==> src/rtl/cpu_pkg.sv <==
// Shared decode encodings and the pipeline-stage entry carried by dest_tracker.
package cpu_pkg;

  localparam logic [1:0] DEST_NONE = 2'b00;
  localparam logic [1:0] DEST_RT   = 2'b01;
  localparam logic [1:0] DEST_RD   = 2'b10;
  localparam logic [1:0] DEST_LINK = 2'b11;

  localparam int unsigned LINK_REG_DEF = 31;
  localparam logic [2:0]  FWD_RF       = 3'd0;

  // Fields are sized for the widest legal configuration; narrower builds zero-extend.
  localparam int unsigned ADDR_MAX_W = 8;
  localparam int unsigned TNEW_MAX_W = 4;

  typedef struct packed {
    logic [ADDR_MAX_W-1:0] addr;
    logic                  we;
    logic [TNEW_MAX_W-1:0] tnew;
  } stage_t;

  localparam stage_t STAGE_BUBBLE = '{addr: '0, we: 1'b0, tnew: '0};

endpackage

==> src/rtl/dest_hazard_match.sv <==
// Single-source priority scan over the tracked stages: youngest match decides stall/forward.
module dest_hazard_match
  import cpu_pkg::*;
#(
  parameter int unsigned ADDR_W = 5,
  parameter int unsigned STAGES = 3,
  parameter int unsigned TNEW_W = 2
) (
  input  stage_t [STAGES-1:0] stages_i,
  input  logic [ADDR_W-1:0]   src_i,
  input  logic [TNEW_W-1:0]   tuse_i,
  output logic                stall_o,
  output logic [2:0]          fwd_o
);

  logic [ADDR_MAX_W-1:0] src_ext_s;
  logic [TNEW_MAX_W-1:0] tuse_ext_s;
  logic                  found_s;

  always_comb begin
    src_ext_s               = '0;
    src_ext_s[ADDR_W-1:0]   = src_i;
    tuse_ext_s              = '0;
    tuse_ext_s[TNEW_W-1:0]  = tuse_i;
    stall_o                 = 1'b0;
    fwd_o                   = FWD_RF;
    found_s                 = 1'b0;
    if (src_i != '0) begin
      for (int k = 0; k < int'(STAGES); k++) begin
        if (!found_s && stages_i[k].we && (stages_i[k].addr == src_ext_s)) begin
          found_s = 1'b1;
          if (stages_i[k].tnew == '0) begin
            fwd_o = 3'(k + 1);
          end else if (stages_i[k].tnew > tuse_ext_s) begin
            stall_o = 1'b1;
          end else begin
            // Producer will be ready in time; forwarding happens once it ages.
            fwd_o = FWD_RF;
          end
        end else begin
          found_s = found_s;
        end
      end
    end else begin
      found_s = 1'b0;
    end
  end

endmodule

==> src/rtl/dest_tracker.sv <==
// Tracks D-stage destination registers with their Tnew through E..W, answers hazard queries
// and drives the register-file write port from the last stage.
module dest_tracker
  import cpu_pkg::*;
#(
  parameter int unsigned ADDR_W   = 5,
  parameter int unsigned STAGES   = 3,
  parameter int unsigned LINK_REG = LINK_REG_DEF,
  parameter int unsigned TNEW_W   = 2
) (
  input  logic              clk,
  input  logic              reset_n,
  input  logic              d_valid,
  input  logic [ADDR_W-1:0] d_rt,
  input  logic [ADDR_W-1:0] d_rd,
  input  logic [1:0]        d_sel,
  input  logic [TNEW_W-1:0] d_tnew,
  input  logic              stall_in,
  input  logic              flush_e,
  input  logic [ADDR_W-1:0] q_rs,
  input  logic [ADDR_W-1:0] q_rt,
  input  logic [TNEW_W-1:0] q_tuse_rs,
  input  logic [TNEW_W-1:0] q_tuse_rt,
  output logic              stall_req,
  output logic [2:0]        fwd_rs,
  output logic [2:0]        fwd_rt,
  output logic [ADDR_W-1:0] wb_addr,
  output logic              wb_en
);

  stage_t [STAGES-1:0] stage_q;
  stage_t [STAGES-1:0] stage_d;
  logic [ADDR_W-1:0]   dec_addr_s;
  logic                dec_we_s;
  stage_t              dec_entry_s;
  logic                stall_rs_s;
  logic                stall_rt_s;

  always_comb begin
    case (d_sel)
      DEST_NONE: dec_addr_s = '0;
      DEST_RT:   dec_addr_s = d_rt;
      DEST_RD:   dec_addr_s = d_rd;
      DEST_LINK: dec_addr_s = ADDR_W'(LINK_REG);
      default:   dec_addr_s = '0;
    endcase
    dec_we_s = d_valid && (d_sel != DEST_NONE) && (dec_addr_s != '0);
    dec_entry_s = STAGE_BUBBLE;
    if (dec_we_s) begin
      dec_entry_s.addr[ADDR_W-1:0] = dec_addr_s;
      dec_entry_s.we               = 1'b1;
      dec_entry_s.tnew[TNEW_W-1:0] = d_tnew;
    end else begin
      dec_entry_s = STAGE_BUBBLE;
    end
  end

  // Stage 0 takes a bubble on stall or flush; older stages always shift and age.
  always_comb begin
    stage_d = stage_q;
    if (stall_in || flush_e) begin
      stage_d[0] = STAGE_BUBBLE;
    end else begin
      stage_d[0] = dec_entry_s;
    end
    for (int k = 1; k < int'(STAGES); k++) begin
      stage_d[k] = stage_q[k-1];
      if (stage_q[k-1].tnew != '0) begin
        stage_d[k].tnew = stage_q[k-1].tnew - TNEW_MAX_W'(1);
      end else begin
        stage_d[k].tnew = '0;
      end
    end
  end

  always_ff @(posedge clk or negedge reset_n) begin
    if (!reset_n) begin
      stage_q <= {STAGES{STAGE_BUBBLE}};
    end else begin
      stage_q <= stage_d;
    end
  end

  dest_hazard_match #(.ADDR_W(ADDR_W), .STAGES(STAGES), .TNEW_W(TNEW_W)) u_match_rs (
    .stages_i (stage_q),
    .src_i    (q_rs),
    .tuse_i   (q_tuse_rs),
    .stall_o  (stall_rs_s),
    .fwd_o    (fwd_rs)
  );

  dest_hazard_match #(.ADDR_W(ADDR_W), .STAGES(STAGES), .TNEW_W(TNEW_W)) u_match_rt (
    .stages_i (stage_q),
    .src_i    (q_rt),
    .tuse_i   (q_tuse_rt),
    .stall_o  (stall_rt_s),
    .fwd_o    (fwd_rt)
  );

  assign stall_req = stall_rs_s | stall_rt_s;
  assign wb_addr   = stage_q[STAGES-1].addr[ADDR_W-1:0];
  assign wb_en     = stage_q[STAGES-1].we;

endmodule
==> config.mk <==
export PLATFORM = sky130hd
export DESIGN_NAME = dest_tracker
export DESIGN_NICKNAME = d
export VERILOG_FILES = /design/src/rtl/cpu_pkg.sv /design/src/rtl/dest_hazard_match.sv /design/src/rtl/dest_tracker.sv
export SDC_FILE = /design/constraint.sdc
export NUM_CORES = 1
export LEC_CHECK = 0
export CAP_MARGIN = 20
export CORE_MARGIN = 4
export CORE_UTILIZATION = 29
export DETAILED_ROUTE_END_ITERATION = 6
export GPL_TIMING_DRIVEN = 1
export SYNTH_ARGS = -nofsm -noshare
export SYNTH_HDL_FRONTEND = slang
export SYNTH_SLANG_ARGS = --single-unit
==> constraint.sdc <==
create_clock -name clk -period 1.5 [get_ports clk]
set_input_delay 0.15 -clock clk [delete_from_list [all_inputs] [get_ports clk]]
set_output_delay 0.15 -clock clk [all_outputs]
set_load 0.01 [all_outputs]
==> summary.md, run 1 <==
| Metric | Value |
|---|---|
| Die X | 86.3 um |
| Gate power share | 25.0% |
| Synth Area in Compound Gates | 13.8% |
| P&R area growth vs syn | 51.5% |
| Input/output buffers | 43 |
| Clk pin slew, worst setup/hold paths | 0.09 ns |
| Clock Latency Late Sink | 0.27 ns |
| RePlAce Congestion | 0.828 |
| Int Pwr | 1150 uW |
| WS Path Type | flip-flop to primary output |
| Final setup vio count | 5 |
| Hold-fix buffers at CTS | 0 |
| Status | finished with violations |
| Commonest non-fill, non-tap cell in the layout | buf_4 |
| Power per cell area | 580 nW/um^2 |
| LEAKAGE | 0.00127 uW |
| Total GRT Usage | 12.4% |
| Yosys warnings | 0 |
| Worst Setup End Kind | primary output |
| CTS tree | done |
| # diodes | 0 |
| Synth Area in Simple Gates | 18.1% |
| DR iter-0 viols | 63 |
| Mapped cell area | 1780 sq um |
| Critical path peak fanout | 3 |
| Residual DRC count | 0 |
| Final hold slack | 0.253 ns |
| Mapped Avg Cell Area | 9.31 sq um |
| Fin. max-slew vios | 0 |
| Failing checks | setup timing |
| Worst path required time | 1.35 ns |
| Sw Share | 26.4% |
| Register area share after synthesis | 38.0% |
| Initial core utilization | 30.0% |
| Final wirelength | 4470 um |
| Max VDD drop | 0.000349 V |
| Hold Path Class | primary input to asynchronous set/reset pin |
| Post-synthesis mux area share | 0% |
| RSZ-0062 raised after global routing | true |
| Layout cell share with drive strength beyond 1 | 27.9% |
| Std cell rows | 28 |
| Commonest non-fill, non-tap cells in the layout | 37 x buf_4, 32 x clkdlybuf4s50_1, 25 x dfrtp_1 |
| Final-report hold violation count | 0 |
| Crit share post-route | 133% |
| Post-DRT Antenna Nets | 0 |
| Vias | 1580 |
| Clock share of power | 25.8% |
| Dpl hpwl | 3620 um |
| Largest family of logic cells by synthesized area | simple AND/OR/NAND/NOR gates |
| Synthesized flop and latch total | 27 |
| Max clock buf depth | 2 |
| Sw power | 412 uW |
| Reg power frac | 49.2% |
| CP startpoint | stage_d[18] |
| Sink Count | 27 |
| DRT Pass-1 Iters | 4 |
| WL/cell | 13.0 um |
| Worst endpoint data arrival time | 1.84 ns |
| Core area | 5920 sq um |
| Initial antenna violation count | 0 |
| Number of global-route vias before repair | 1639 |
| Largest net degree at the start of global routing | 28 |
| Worst r2r src | stage_q[14] |
| Drt via density | 4.59 |
| Max Clock Freq | 502 MHz |
| GR Overflow Total | 0 |
| CTS buffer count | 3 |
| Max Clock Skew | 0.00119 ns |
| Global-route wire length before repair | 7340 um |
| Die Span Y | 86.3 um |
| Htree depth | 1 |
| I/O pins | 46 |
| Yosys cell types | 32 |
| Startpoint Class | flip-flop |
| Fill count | 593 |
| XOR/XNOR Fraction of Synth Area | 14.8% |
| Clock root buffer | clkbuf_8 |
| Min Tclk post-route | 1.99 ns |
| Synthesized instance count | 191 |
| Setup ws final | -0.491 ns |
| Total of max-cap violations | 0 |
| Die ar. | 7450 sq um |
| TNS Setup | -2.13 ns |
| Adder-cell share of the synthesized area | 9.85% |
| Final #Nets | 317 |
==> sequential cells by signal, indices dropped and copies added (netlist names) <==
name	flops
stage_q	9
stage_d	12
wb_en	1
wb_addr	5
==> routing by layer <==
metal	up-vias	wire, um	track usage [%]	part of all wire (%)
li1	803	-	-	-
met1	736	1990	15.9	45
met2	35	2190	21.4	49
met3	6	209	2.09	4.7
met4	0	68	4.11	1.5
met5	-	0	0	0
==> power groups by stage <==
stage / combinational, uW / clock [uW] / sequential, uW
detailed placement: 365 / 0 / 782
CTS: 386 / 428 / 767
finish: 391 / 403 / 768
global placement: 360 / 0 / 781
floorplan: 147 / 0 / 781
global route: 433 / 464 / 771
==> timing repair <==
action,4_1_cts,5_1_grt
setup buffers,3,0
pin swaps,12,7
setup endpoints to repair,5,9
resized for setup,43,11
==> cell usage after synthesis <==
| library cell | count | area (sq um) |
|---|---|---|
| a21oi_1 | 11 | 55.1 |
| nor2_1 | 9 | 33.8 |
| nor2b_1 | 5 | 31.3 |
| o22ai_1 | 2 | 12.5 |
| nand3b_1 | 1 | 7.51 |
| nand2_1 | 23 | 86.3 |
| xor2_1 | 17 | 149 |
| buf_4 | 7 | 52.6 |
| a211oi_1 | 2 | 15.0 |
| o211a_1 | 2 | 20.0 |
| nor4_1 | 4 | 25.0 |
| conb_1 | 1 | 3.75 |
| nand3_1 | 1 | 5.00 |
| inv_1 | 10 | 37.5 |
| and2_1 | 9 | 56.3 |
| nor3_1 | 4 | 20.0 |
| nand4_1 | 3 | 18.8 |
| o221ai_1 | 1 | 8.76 |
| or4_1 | 1 | 7.51 |
| o211ai_1 | 3 | 22.5 |
| a21oi_2 | 1 | 8.76 |
| or4_4 | 1 | 11.3 |
| nand2b_1 | 1 | 6.26 |
| o21ai_0 | 13 | 65.1 |
| ha_1 | 14 | 175 |
| xnor2_1 | 13 | 114 |
| o31ai_4 | 1 | 21.3 |
| o31ai_1 | 1 | 7.51 |
| clkbuf_1 | 1 | 3.75 |
| dfrtp_1 | 27 | 676 |
| nor4_2 | 1 | 12.5 |
| o311ai_0 | 1 | 8.76 |
==> worst max-delay path: stages (launching register included) <==
cell and delay, ns:
dfrtp_1 0.42, xor2_1 0.18, nor4_2 0.36, nand2_1 0.16
o21ai_1 0.18, o211ai_1 0.12, buf_2 0.15
==> per-stage QoR <==
step | setup slack (ns) | std cells | total power (uW) | util, % | area, sq um
floorplan | -0.0213 | 193 | 928 | - | 1790
global placement | -0.932 | 337 | 1140 | 42.4 | 2510
detailed placement | -0.938 | 337 | 1150 | 42.4 | 2510
CTS | -0.520 | 344 | 1580 | 44.7 | 2650
global route | -0.602 | 344 | 1670 | 45.5 | 2690
finish | -0.491 | 344 | 1560 | 45.5 | 2690
==> kinds of logic after synthesis <==
family                   after synthesis
XOR/XNOR                              30
AND/OR/NAND/NOR                       63
flip-flops                            27
AO/OA/AOI/OAI                         38
adder cells (fa/ha/maj)               14
other                                  1
buffers and inverters                 18
==> final cells by class <==
cell class | instances | area (sq um) | share of cell area [%]
Clock buffer | 3 | 41.3 | 1.53
Clock inverter | 1 | 5.00 | 0.186
Inverter | 10 | 37.5 | 1.39
Multi-Input combinational cell | 148 | 1150 | 42.8
Sequential cell | 27 | 678 | 25.2
Tap cell | 75 | 93.8 | 3.48
Timing Repair Buffer | 80 | 686 | 25.5
==> path summary, 6_finish.rpt <==
kind | end | slack (ns) | cells past startpoint
worst max-delay path | stall_req | -0.49 | 6
worst min-delay path | wb_addr[3] | 0.25 | 2
worst max register to register | stage_q[29] | 0.32 | 4
worst min register to register | stage_d[30] | 0.39 | 0
max in group asynchronous | stage_q[14] | 0.97 | 2
min in group clk | stage_d[30] | 0.39 | 0
Note: power is estimated with default switching activity, not from simulation.
==> run 2, diff against run 1 <==
- ABC_AREA: not set -> 1
- SETUP_SLACK_MARGIN: not set -> 0.2
==> summary.md, run 2 <==
| Metric | Value |
|---|---|
| CTS tree | done |
| Std cell rows | 30 (+7.1%) |
| P&R area growth vs syn | 41.7% |
| Post-synth top area share | 33.7% (-4.3 points) |
| Reg2Reg Depth | 5 (+1) |
| Synth area leader | dfrtp_1 |
| Setup ws final | -0.481 ns (+0.0101 ns) |
| Drt via density | 4.45 (-3.0%) |
| Yosys cell types | 20 (-38%) |
| XOR/XNOR Fraction of Synth Area | 1.75% (-13 points) |
| Mapped cell area | 2000 sq um (+13%) |
| DP Cell Count | 451 (+34%) |
| RR Endpoint | stage_q[29] |
| Adder-cell share of the synthesized area | 8.74% (-1.1 points) |
| Critical path peak fanout | 3 (unchanged) |
| DR iter-0 viols | 100 (+59%) |
| Critical path's largest stage delay | 0.45 ns (+0.03 ns) |
| Final cell count without fillers | 460 (+34%) |
| Clock root buffer | clkbuf_8 |
| Initial core utilization | 29.6% (-0.38 points) |
| CTS buffer count | 3 (unchanged) |
| Commonest non-fill, non-tap cell in the layout | nand2_1 |
| Worst R2R Setup Slack | 0.33 ns (about the same) |
| Dpl hpwl | 4330 um (+20%) |
| RSZ-0062 raised after global routing | true |
| WS Path Type | flip-flop to primary output |
| WL/cell | 11.3 um (-13%) |
| Worst Setup End Kind | primary output |
| Min Tclk post-route | 1.98 ns (-0.0101 ns) |
| Multi-input gate area | 1130 sq um (-1.7%) |
| CP startpoint | stage_q[1] |
| Yosys warnings | 0 (unchanged) |
| Max Clock Freq | 505 MHz (+0.51%) |
| Core area | 6760 sq um (+14%) |
| # diodes | 0 (unchanged) |
| Layout cell share with drive strength beyond 1 | 21.3% (-6.6 points) |
| Reg area | 678 sq um (unchanged) |
| Max VDD drop | 0.000298 V (-14%) |
| Hold-fix buffers at CTS | 0 (unchanged) |
| Cell with the most instances after synthesis | nand2_1 |
| Worst path required time | 1.35 ns (about the same) |
| Synthesized flop and latch total | 27 (unchanged) |
| Post-synth top cells | 96 x nand2_1, 49 x nor2_1, 43 x inv_1, 27 x dfrtp_1, 14 x ha_1 |
| Largest net degree at the start of global routing | 28 (unchanged) |
| GR Overflow Total | 0 (unchanged) |
| Mapped Avg Cell Area | 6.57 sq um (-29%) |
| Die Span Y | 91.1 um (+5.6%) |
| Htree depth | 1 (unchanged) |
| Sink Count | 27 (unchanged) |
| Post-synth EDFFs | 0 (unchanged) |
| Worst endpoint data arrival time | 1.83 ns (about the same) |
| Largest family of logic cells by synthesized area | simple AND/OR/NAND/NOR gates |
| Die ar. | 8300 sq um (+11%) |
| Hold Path Class | primary input to asynchronous set/reset pin |
| Die X | 91.1 um (+5.6%) |
| Commonest non-fill, non-tap cells in the layout | 95 x nand2_1, 43 x nor2_1, 42 x inv_1 |
| Residual DRC count | 0 (unchanged) |
| Number of global-route vias before repair | 1923 (+17%) |
| Max Clock Skew | 0.00112 ns (-0.0000657 ns) |
| Post-synthesis mux area share | 0% (unchanged) |
| Crit share post-route | 132% (-0.67 points) |
| Vias | 2049 (+30%) |
| Post-DRT Antenna Nets | 0 (unchanged) |
| Synth Area in Simple Gates | 36.0% (+18 points) |
| Input/output buffers | 43 (unchanged) |
| Max clock buf depth | 2 (unchanged) |
| Final hold slack | 0.231 ns (-0.0224 ns) |
| Clk pin slew, worst setup/hold paths | 0.10 ns (about the same) |
| Status | finished with violations |
| Total of max-cap violations | 0 (unchanged) |
| Clock Latency Late Sink | 0.28 ns (about the same) |
| Initial antenna violation count | 0 (unchanged) |
| Final #Nets | 428 (+35%) |
| DRT Pass-1 Iters | 4 (unchanged) |
| Global-route wire length before repair | 8400 um (+14%) |
| Synth async-reset ratio | 100% (unchanged) |
| Final wirelength | 5200 um (+16%) |
| Area contributors post-synth | dfrtp_1 34%, nand2_1 18%, nor2_1 9.2%, ha_1 8.7%, inv_1 8.1% |
| Synth Area in Compound Gates | 7.00% (-6.8 points) |
| LEAKAGE | 0.00151 uW (+19%) |
| Final-report hold violation count | 0 (unchanged) |
| Power per cell area | 570 nW/um^2 (-1.6%) |
| RePlAce Congestion | 0.811 (-2.1%) |
| Worst r2r src | stage_q[14] |
| Crit-path cells | ha_1 > inv_1 > nor2_1 > o21ai_0 > nor2_1 > nand4_1 > nand2_1 > inv_1 > nand2_1 > nand2_1 > nand2_2 > buf_6 |
| CP most frequent cell | nand2_1 |
| Total GRT Usage | 12.3% (-0.12 points) |
| Synthesized instance count | 305 (+60%) |
| Final setup vio count | 5 (unchanged) |
| Top_reg_cell synth | dfrtp_1 |
| Max reg flops | 12 (unchanged) |
| CP max-delay cell | dfrtp_2 |
| Failing checks | setup timing |
| I/O pins | 46 (unchanged) |
| Fill count | 729 (+23%) |
| Register area share after synthesis | 33.7% (-4.3 points) |
| Fin. max-slew vios | 0 (unchanged) |
| Startpoint Class | flip-flop |
-- run 2: cell count changes in the layout (fill, tap and decap cells not counted), moves of 5 or more --
cell and change:
nand2_1 +74, xnor2_1 -13, buf_6 +5, inv_1 +33
nor2_1 +34, xor2_1 -13, inv_2 +9, and2_1 -8
nor2_2 +15, buf_4 -7, nand3_1 +9
-- run 2: critical path: cells and delay by family (launching register included) --
family | cells | cell delay, ns
AO/OA/AOI/OAI | 1 | 0.08
buffers and inverters | 3 | 0.18
flip-flops | 1 | 0.45
adder cells (fa/ha/maj) | 1 | 0.30
AND/OR/NAND/NOR | 7 | 0.54
-- run 2: what timing repair did --
action                                  in CTS  in global routing
pin swaps                                   11                  5
setup buffers                                3                  2
endpoints found under the setup margin      11                 11
gates resized for setup                     38                 15
-- run 2: cells by family after synthesis --
logic type	after synthesis
buf+inv	60
xor+xnor	4
fa+ha+maj	14
simple gates	174
compound gates	25
other cells	1
flops	27
-- run 2: area by class of cell --
| class | count | area share (%) |
|---|---|---|
| sequential | 27 | 23.9 |
| inverter | 52 | 6.88 |
| timing repair buffer | 77 | 24.1 |
| tap | 80 | 3.53 |
| multi-input combinational | 220 | 39.9 |
| clock buffer | 3 | 1.45 |
| clock inverter | 1 | 0.264 |
-- run 2: routing by layer --
layer / part of all wire (%) / global-route usage [%]
met5: 0 / 0
met2: 47 / 20.5
met1: 47 / 16.1
met4: 2.1 / 4.77
met3: 4.4 / 1.74
-- run 2: per-stage QoR --
stage / area (sq um) / total power [uW] / utilization (%) / setup slack (ns) / TNS [ns]
2_1_floorplan: 2020 / 968 / - / 0.0856 / 0
3_3_place_gp: 2710 / 1180 / 40.1 / -0.834 / -3.95
3_5_place_dp: 2710 / 1180 / 40.1 / -0.854 / -4.07
4_1_cts: 2770 / 1620 / 41.0 / -0.489 / -1.91
5_1_grt: 2840 / 1710 / 42.0 / -0.644 / -2.72
6_report: 2840 / 1620 / 42.0 / -0.481 / -1.95
-- run 2: power by group --
group / switching (uW) / internal (uW)
clock: 253 / 189
combinational: 203 / 204
sequential: 20.0 / 749
total: 476 / 1140
-- run 2: how the worst max path moves through the flow --
stage	end	slack, ns
2_1_floorplan	stall_req	0.09
3_3_place_gp	stall_req	-0.83
3_5_place_dp	stall_req	-0.85
4_1_cts	stall_req	-0.49
5_1_grt	stall_req	-0.64
6_report	stall_req	-0.48
==> run 3, diff against run 2 <==
- GPL_ROUTABILITY_DRIVEN: not set -> 0
==> results of run 3 <==
The final DEF is identical to that of run 2; final timing and power are the same.
==> patch, RTL diff (settings of run 2) <==
`TNEW_W` is set to 2 in 2 places; all go to 4.
--- a/src/rtl/dest_hazard_match.sv
+++ b/src/rtl/dest_hazard_match.sv
@@ -5,5 +5,5 @@
   parameter int unsigned ADDR_W = 5,
   parameter int unsigned STAGES = 3,
-  parameter int unsigned TNEW_W = 2
+  parameter int unsigned TNEW_W = 4
 ) (
   input  stage_t [STAGES-1:0] stages_i,
--- a/src/rtl/dest_tracker.sv
+++ b/src/rtl/dest_tracker.sv
@@ -7,5 +7,5 @@
   parameter int unsigned STAGES   = 3,
   parameter int unsigned LINK_REG = LINK_REG_DEF,
-  parameter int unsigned TNEW_W   = 2
+  parameter int unsigned TNEW_W   = 4
 ) (
   input  logic              clk,
Ports: changed (resized d_tnew, q_tuse_rs and q_tuse_rt); port bits go from 46 to 52. The function was not compared with the original's and may differ.
==> patch against run 2 <==
The flow still finishes with violations (setup timing); global-route usage increased by 0.95 points; final area is 27% higher; wire length increased by 24%; critical path depth unchanged; maximum frequency rose by 2.1%; synthesized area rose by 19%; setup slack gained 0.040 ns; non-clock buffer count rose by 29; clock skew up 0.0066 ns; power grew 30%; sequential cell count grew 3; count of clock-buffer cells in the layout up 3; highest routed layer unchanged.
==> patch: results (changes against run 2) <==
[cells_and_area]
fillerInstances=793  ; +8.8%
clock_cell_share=0.0264  ; +0.00920
n_all_buffers=106  ; +38%
area.growth.synth_to_final_pct=50.6
layout.comb_gates.multi_input=263  ; +20%
nNonClkInverters=64  ; +23%
final_nets=533  ; +25%
diodes=0  ; unchanged
multiInputGateArea_sq_um=1500  ; +32%
multi_input_area_share=0.416  ; +0.0168
buffer_area_frac=0.245  ; +0.00441
clock_buffers=6  ; +3
regArea_sq_um=758  ; +12%
layout-drive-gt1-share=0.291  ; +0.0777

[min_path]
holdCritPathClass=in -> async

[placed_design]
placedInstanceArea_sq_um=3290  ; +22%
detailedPlacementHpwl_mm=5.39  ; +25%
number_of_buffers_inserted_by_port_buffering=49  ; +14%
detailedPlace.worstSlack_ns=-0.864  ; -0.00962 ns
place.gp.congestion=0.932  ; +15%

[logic_synthesis]
synth_seq_area_share=0.314  ; -0.0235
synth_fa_ha_area_frac=0.126  ; +0.0381
netlist_top_cells_count=109 x nand2_1, 53 x nor2_1, 51 x inv_1
synthXorXnorAreaFrac=0.0146  ; -0.00284
synth-seq-cells=30  ; +11%
synth-compound-area-share=0.0910  ; +0.0210
post_synth_main_area_contributors=dfrtp_1 31%, nand2_1 17%, ha_1 13%, nor2_1 8.3%, inv_1 8.0%
yosysUniqueCellTypes=26  ; +30%

[clock_tree]
htree_levels=2  ; +1
clk_transition_reported_paths_ns=0.07  ; -0.03 ns
max-clock-path-buffers=2  ; unchanged
cts_setup_buffers=12  ; +9
cts_made_buffers=5  ; +2
cts_resized=72  ; +89%

[run_status]
violations_in_the_final_reports=setup timing
run_status=finished with violations

[drt]
detail_route.wirelength_mm=6.46  ; +24%
vias=2526  ; +23%
number_of_optimization_iterations_in_the_first_detailed_route_pass=4  ; unchanged
initialDrtViolationCount=62  ; -38%

[setup_path]
crit_start=stage_q[29]$_DFF_PN0_
r2r_slack_ns=0.28  ; -0.05 ns
regToRegStartpoint=stage_q[2]$_DFF_PN0_
cp_top_family=simple AND/OR/NAND/NOR gates
cp.arrival_ns=1.79  ; -0.04 ns
ff2ff_path_depth=6  ; +1
crit_path_max_incr_delay_ns=0.44
rr_endpoint=stage_q[13]$_DFF_PN0_

[timing]
timing.clock.skew_ns=0.00770  ; +0.00658 ns
finalWorstSetupSlack_ns=-0.441  ; +0.0401 ns
setup_violations=5  ; unchanged

[global_routing]
first_global_vias=2432  ; +26%
grt_pass1_wl_mm=10.6  ; +26%
grt_start_max_net_pins=31  ; +11%
grt.total_usage=0.133  ; +0.00948

[power]
p_leak_nw=1.90  ; +26%
vdd.ir_drop.worst_mv=0.276  ; -7.6%

patch: stage by stage:
step / instances / power, mW / hold slack (ns) / setup TNS [ns]
final: 573 / 2.10 / 0.260 / -1.80
after CTS: 571 / 2.11 / 0.266 / -2.02
after global routing: 573 / 2.24 / 0.304 / -2.59
after global placement: 551 / 1.41 / 0.394 / -4.15
after floorplan: 365 / 1.13 / -0.146 / 0
after detailed placement: 551 / 1.42 / 0.395 / -4.41
patch: report_power, final:
part           switching (mW)  total, mW  internal, mW  leakage, nW
Clock                   0.297      0.665         0.368       0.0472
Sequential             0.0299      0.866         0.836        0.402
Combinational           0.279      0.568         0.290         1.45
patch: worst register-to-register path, delay by kind of cell (launching register included):
family,cells,cell delay [ns]
flops,1,0.45
buf+inv,3,0.38
simple gates,3,0.28
patch: per-layer routing:
layer  GRT usage  vias to the layer above  wire length (um)
met4      0.0483                        0               104
li1            -                     1338                 -
met5           0                        -                 0
met3      0.0241                        8               281
met2       0.222                       61              3080
met1       0.170                     1119              2990
